[config.mk]
export PLATFORM = sky130hd
export DESIGN_NAME = acc_sequencer
export DESIGN_NICKNAME = d
export VERILOG_FILES = /design/src/rtl/acc_sequencer.sv
export SDC_FILE = /design/constraint.sdc
export NUM_CORES = 1
export LEC_CHECK = 0
export ABC_AREA = 1
export BUFFER_PORTS_ARGS = -buffer_cell sky130_fd_sc_hd__buf_2
export CELL_PAD_IN_SITES_DETAIL_PLACEMENT = 0
export CELL_PAD_IN_SITES_GLOBAL_PLACEMENT = 1
export CORE_MARGIN = 5
export CORE_UTILIZATION = 38
export DETAILED_ROUTE_END_ITERATION = 10
export PLACE_DENSITY_LB_ADDON = 0.1
export SLEW_MARGIN = 40
export SYNTH_ARGS = -nofsm -noshare
export SYNTH_HDL_FRONTEND = slang
export SYNTH_SLANG_ARGS = --single-unit
[constraint.sdc]
create_clock -name i_clk -period 2.2 [get_ports i_clk]
set_input_delay 0.11 -clock i_clk [delete_from_list [all_inputs] [get_ports i_clk]]
set_output_delay 0.11 -clock i_clk [all_outputs]
set_load 0.03 [all_outputs]
[src/rtl/acc_sequencer.sv]
// Accumulator controller that sequences LOAD/ADD/SUB/CLR commands through an external
// 16-bit combinational adder. SUB takes two adder passes because the adder has no carry-in.
module acc_sequencer #(
  parameter int unsigned WIDTH = 16
) (
  input  logic             i_clk,
  input  logic             i_rst,
  input  logic             i_cmd_valid,
  output logic             o_cmd_ready,
  input  logic [1:0]       i_cmd_op,
  input  logic [WIDTH-1:0] i_cmd_data,
  output logic [WIDTH-1:0] o_alu_x,
  output logic [WIDTH-1:0] o_alu_y,
  input  logic [WIDTH-1:0] i_alu_z,
  input  logic             i_alu_sign,
  input  logic             i_alu_zero,
  input  logic             i_alu_carry,
  input  logic             i_alu_parity,
  output logic [WIDTH-1:0] o_acc,
  output logic [4:0]       o_flags,
  output logic             o_done
);

  localparam logic [1:0] OpLoad = 2'b00;
  localparam logic [1:0] OpAdd  = 2'b01;
  localparam logic [1:0] OpSub  = 2'b10;
  localparam logic [1:0] OpClr  = 2'b11;

  localparam logic [4:0]       FlagsRst = 5'b01010;
  localparam logic [WIDTH-1:0] One      = {{(WIDTH-1){1'b0}}, 1'b1};

  typedef enum logic [1:0] {
    StIdle,
    StNeg,
    StExec
  } state_e;

  state_e           r_state;
  logic [WIDTH-1:0] r_acc;
  logic [4:0]       r_flags;
  logic [WIDTH-1:0] r_alu_x;
  logic [WIDTH-1:0] r_alu_y;
  logic             r_done;
  logic             r_opd_msb;
  logic             r_is_sub;
  logic             r_c1;

  logic w_accept;
  logic w_acc_msb;
  logic w_z_msb;
  logic w_carry;
  logic w_ovf;

  // {sign, zero, carry, parity, overflow} for a value written directly (LOAD/CLR)
  function automatic logic [4:0] value_flags(input logic [WIDTH-1:0] v);
    return {v[WIDTH-1], (v == '0), 1'b0, ~^v, 1'b0};
  endfunction

  assign o_cmd_ready = (r_state == StIdle) & ~i_rst;
  assign w_accept    = i_cmd_valid & o_cmd_ready;

  assign w_acc_msb = r_acc[WIDTH-1];
  assign w_z_msb   = i_alu_z[WIDTH-1];

  // For SUB, carry means "no borrow": either pass may produce the carry-out.
  assign w_carry = r_is_sub ? (r_c1 | i_alu_carry) : i_alu_carry;
  assign w_ovf   = r_is_sub ? ((w_acc_msb ^ r_opd_msb) & (w_z_msb ^ w_acc_msb))
                            : ((w_acc_msb & r_opd_msb & ~w_z_msb) |
                               (~w_acc_msb & ~r_opd_msb & w_z_msb));

  always_ff @(posedge i_clk) begin
    if (i_rst) begin
      r_state   <= StIdle;
      r_acc     <= '0;
      r_flags   <= FlagsRst;
      r_alu_x   <= '0;
      r_alu_y   <= '0;
      r_done    <= 1'b0;
      r_opd_msb <= 1'b0;
      r_is_sub  <= 1'b0;
      r_c1      <= 1'b0;
    end else begin
      r_done <= 1'b0;
      unique case (r_state)
        StIdle: begin
          if (w_accept) begin
            r_opd_msb <= i_cmd_data[WIDTH-1];
            unique case (i_cmd_op)
              OpLoad: begin
                r_acc   <= i_cmd_data;
                r_flags <= value_flags(i_cmd_data);
                r_done  <= 1'b1;
              end
              OpClr: begin
                r_acc   <= '0;
                r_flags <= value_flags('0);
                r_done  <= 1'b1;
              end
              OpAdd: begin
                r_alu_x  <= r_acc;
                r_alu_y  <= i_cmd_data;
                r_is_sub <= 1'b0;
                r_state  <= StExec;
              end
              OpSub: begin
                // First pass forms the two's complement of the operand.
                r_alu_x  <= ~i_cmd_data;
                r_alu_y  <= One;
                r_is_sub <= 1'b1;
                r_state  <= StNeg;
              end
              default: r_state <= StIdle;
            endcase
          end
        end
        StNeg: begin
          r_c1    <= i_alu_carry;
          r_alu_x <= r_acc;
          r_alu_y <= i_alu_z;
          r_state <= StExec;
        end
        StExec: begin
          r_acc   <= i_alu_z;
          r_flags <= {i_alu_sign, i_alu_zero, w_carry, i_alu_parity, w_ovf};
          r_done  <= 1'b1;
          r_state <= StIdle;
        end
        default: r_state <= StIdle;
      endcase
    end
  end

  assign o_alu_x = r_alu_x;
  assign o_alu_y = r_alu_y;
  assign o_acc   = r_acc;
  assign o_flags = r_flags;
  assign o_done  = r_done;

endmodule

==> out/metrics.json <==
{
  "status": {"value": "complete, no violations"},
  "die_height": {"value": 101, "unit": "microns"},
  "drc": {"value": 0},
  "cts_buffer_depth": {"value": 2},
  "global_route.usage.total": {"value": 20.5, "unit": "%"},
  "cts_tree": {"value": "built"},
  "worst_hold_path.num_cells": {"value": 3},
  "final_critical_path_setup_slack": {"value": 0.396, "unit": "ns"},
  "finalWorstPathRequiredPeriod": {"value": 1.80, "unit": "ns"},
  "cts_repair_resize_count": {"value": 0},
  "fin_total_pwr": {"value": 2.79, "unit": "mW"},
  "cts_root_buffer": {"value": "sky130_fd_sc_hd__clkbuf_8"},
  "nets_in_the_synthesized_netlist": {"value": 528},
  "synth_seq_area_share": {"value": 37.1, "unit": "%"},
  "power_per_cell_area": {"value": 715, "unit": "nW/um^2"},
  "synth-main-ff-cell": {"value": "sky130_fd_sc_hd__dfxtp_1"},
  "number_of_cells_produced_by_synthesis": {"value": 473},
  "ff2ff_path_depth": {"value": 6},
  "fillerInstances": {"value": 894},
  "place.gp.congestion": {"value": 0.887},
  "placement.io_buffers": {"value": 95},
  "number_of_synthesized_flops_with_an_enable_pin": {"value": 0},
  "p_leak": {"value": 2.03, "unit": "nW"},
  "p_seq_share": {"value": 41.7, "unit": "%"},
  "ys_ff_latch": {"value": 59},
  "antenna_found_initial": {"value": 0},
  "power.switching": {"value": 0.893, "unit": "mW"},
  "final.hold.worst_slack": {"value": 0.0819, "unit": "ns"},
  "hold_viol_final": {"value": 0},
  "finalSetupTns": {"value": 0, "unit": "ns"},
  "timing.final.max_slew_violations": {"value": 0},
  "start_util": {"value": 38.9, "unit": "%"},
  "vdd.ir_drop.worst": {"value": 0.000367, "unit": "V"},
  "timing.reg2reg.setup_slack": {"value": 0.40, "unit": "ns"},
  "grt_pass1_vias": {"value": 3069},
  "wire_length_on_met1": {"value": 5.10, "unit": "mm"},
  "relSlewSlack": {"value": 61.2, "unit": "%"},
  "finalNetCount": {"value": 615},
  "die_area": {"value": 10300, "unit": "sq um"},
  "hold_start": {"value": "i_alu_zero"},
  "top_library_cells_by_usage_in_the_layout_fill_and_taps_aside": {"value": "sky130_fd_sc_hd__buf_2 (95), sky130_fd_sc_hd__nand2_1 (90), sky130_fd_sc_hd__nor2_1 (77)"},
  "clk-insertion-delay-late": {"value": 0.34, "unit": "ns"},
  "reg2reg_from": {"value": "r_state[1]"},
  "number_of_violations_reported_at_the_end_of_detailed_routing_iteration_0": {"value": 246},
  "achievable-frequency": {"value": 554, "unit": "MHz"},
  "die_width": {"value": 101, "unit": "microns"},
  "met3RoutedLength": {"value": 653, "unit": "microns"},
  "tightest_slew": {"value": 0.578, "unit": "ns"},
  "fp.coreArea": {"value": 8180, "unit": "sq um"},
  "detailedPlace.worstSlack": {"value": 0.387, "unit": "ns"},
  "ys_types": {"value": 28},
  "timing.setup.critical_path_class": {"value": "reg2reg"},
  "min_period_over_period": {"value": 82.0, "unit": "%"},
  "place.detailed.hpwl": {"value": 7.53, "unit": "mm"},
  "p_int": {"value": 1.89, "unit": "mW"},
  "drt-wirelength-per-cell": {"value": 15.3, "unit": "microns"},
  "wirelength": {"value": 10.2, "unit": "mm"},
  "crit_fanout": {"value": 32},
  "p_sw_share": {"value": 32.0, "unit": "%"},
  "arrival": {"value": 2.08, "unit": "ns"},
  "floorplan.io_pins": {"value": 96},
  "end_kind": {"value": "flop"},
  "number_of_setup_buffers_added_after_cts": {"value": 0},
  "drt-vias-per-instance": {"value": 4.95},
  "grt_setup_unrepaired": {"value": "false"},
  "firstDrtPassIters": {"value": 5},
  "route.met2.wl": {"value": 4.41, "unit": "mm"},
  "worstHoldEndpoint": {"value": "o_flags[3]"},
  "max_capacitance_violation_total": {"value": 0},
  "timing.rr.end": {"value": "o_alu_x[5]"},
  "avgSynthCellArea": {"value": 6.72, "unit": "sq um"},
  "ys.warnings.count": {"value": 0},
  "cts.hold.buffers_added": {"value": 0},
  "worstSetupStartpointType": {"value": "flop"},
  "antenna_cells_inserted": {"value": 0},
  "drt.antenna.violating_nets": {"value": 0},
  "timing.hold.worst.class": {"value": "in2reg"},
  "crit_required": {"value": 2.48, "unit": "ns"},
  "mappedNetlistArea": {"value": 3180, "unit": "sq um"},
  "finalSetupViolCount": {"value": 0},
  "globalRouteOverflowTotal": {"value": 0},
  "cts.htree.levels": {"value": 3},
  "worst_setup_hold_path_clk_slew": {"value": 0.07, "unit": "ns"},
  "cts_bufs_inserted": {"value": 9},
  "top_signal_layer_used": {"value": "met4"},
  "mostFrequentLayoutCell": {"value": "sky130_fd_sc_hd__buf_2"},
  "row_count": {"value": 33},
  "clock_skew": {"value": 0.00747, "unit": "ns"},
  "areaGrowthSynthToFinish": {"value": 22.5, "unit": "%"},
  "grt_pass1_wl": {"value": 16.3, "unit": "mm"},
  "clock_share_of_power": {"value": 36.5, "unit": "%"},
  "pwr-share-comb": {"value": 21.7, "unit": "%"},
  "drive_above_1_share": {"value": 23.0, "unit": "%"},
  "grt_max_degree": {"value": 36},
  "synth_async_sr_flop_share": {"value": 0, "unit": "%"},
  "cts_sinks": {"value": 59},
  "via_count": {"value": 3312}
}
==> flip-flops by register name (all words and copies together) (netlist names) <==
register and cells:
o_alu_x 16, o_acc 16, r_is_sub 1, o_flags 5, r_state 2, o_done 1
r_c1 1, o_alu_y 16, r_opd_msb 1
==> per-layer routing <==
metal / track usage (%) / vias to the layer above
met5: 0 / -
met4: 4.09 / 0
met3: 5.03 / 6
met2: 30.3 / 102
met1: 30.3 / 1510
li1: - / 1694
==> synth_stat cells, drive strengths merged, types with 2 or more instances <==
| cell type | instances | share of area, % |
|---|---|---|
| a21oi | 25 | 3.9 |
| buf | 15 | 3.0 |
| clkbuf | 9 | 1.1 |
| dfxtp | 59 | 37 |
| ha | 14 | 5.5 |
| inv | 55 | 6.6 |
| nand2 | 93 | 11 |
| nand3 | 21 | 3.7 |
| nand4 | 2 | 0.39 |
| nor2 | 81 | 11 |
| nor3 | 4 | 0.79 |
| o21ai | 79 | 13 |
| o22ai | 13 | 2.6 |
==> layout make-up <==
cell class	count	area (sq um)	area share, %
flip-flops and latches	59	1180	30.3
inverters	56	215	5.52
repair buffers	100	513	13.2
well taps	105	131	3.37
clock buffers	11	151	3.89
clock inverters	4	50.0	1.28
multi-input cells	334	1650	42.5
==> power groups by stage <==
stage | clock network, mW | logic (mW) | registers [mW]
4_1_cts | 1.05 | 0.606 | 1.16
2_1_floorplan | 0 | 0.308 | 1.29
3_3_place_gp | 0 | 0.602 | 1.19
3_5_place_dp | 0 | 0.604 | 1.19
6_report | 1.02 | 0.606 | 1.16
5_1_grt | 1.10 | 0.674 | 1.17
==> metrics by stage <==
| step | cells | cell area [sq um] | utilization [%] |
|---|---|---|---|
| 2_1_floorplan | 473 | 3180 | - |
| 3_3_place_gp | 654 | 3690 | 45.2 |
| 3_5_place_dp | 654 | 3690 | 45.2 |
| 4_1_cts | 669 | 3900 | 47.7 |
| 5_1_grt | 669 | 3900 | 47.7 |
| 6_report | 669 | 3900 | 47.7 |
==> cells by family after synthesis <==
family / share of synthesized area [%]
xor+xnor: 0.275
fa+ha+maj: 5.51
compound gates: 19.5
simple gates: 26.7
flops: 37.1
buf+inv: 10.9
==> critical path, cell delays in order (launching register included) <==
cell                      delay [ns]
sky130_fd_sc_hd__dfxtp_1        0.41
sky130_fd_sc_hd__inv_2          0.08
sky130_fd_sc_hd__nand2_2        0.15
sky130_fd_sc_hd__nand2_2        0.36
sky130_fd_sc_hd__o21ai_0        0.52
sky130_fd_sc_hd__nor2_1         0.10
sky130_fd_sc_hd__nor2_1         0.10
==> how the worst max path moves through the flow <==
stage / startpoint / end / slack [ns] / cells past startpoint
floorplan: r_state[0] / r_is_sub / 0.54 / 4
global placement: i_cmd_op[0] / o_alu_y[11] / 0.41 / 8
detailed placement: i_cmd_op[0] / o_alu_y[11] / 0.39 / 8
CTS: r_state[1] / o_alu_x[11] / 0.42 / 6
global route: r_state[1] / o_alu_x[11] / 0.23 / 6
finish: r_state[1] / o_alu_x[5] / 0.40 / 6
Note: power is estimated with default switching activity, not from simulation.
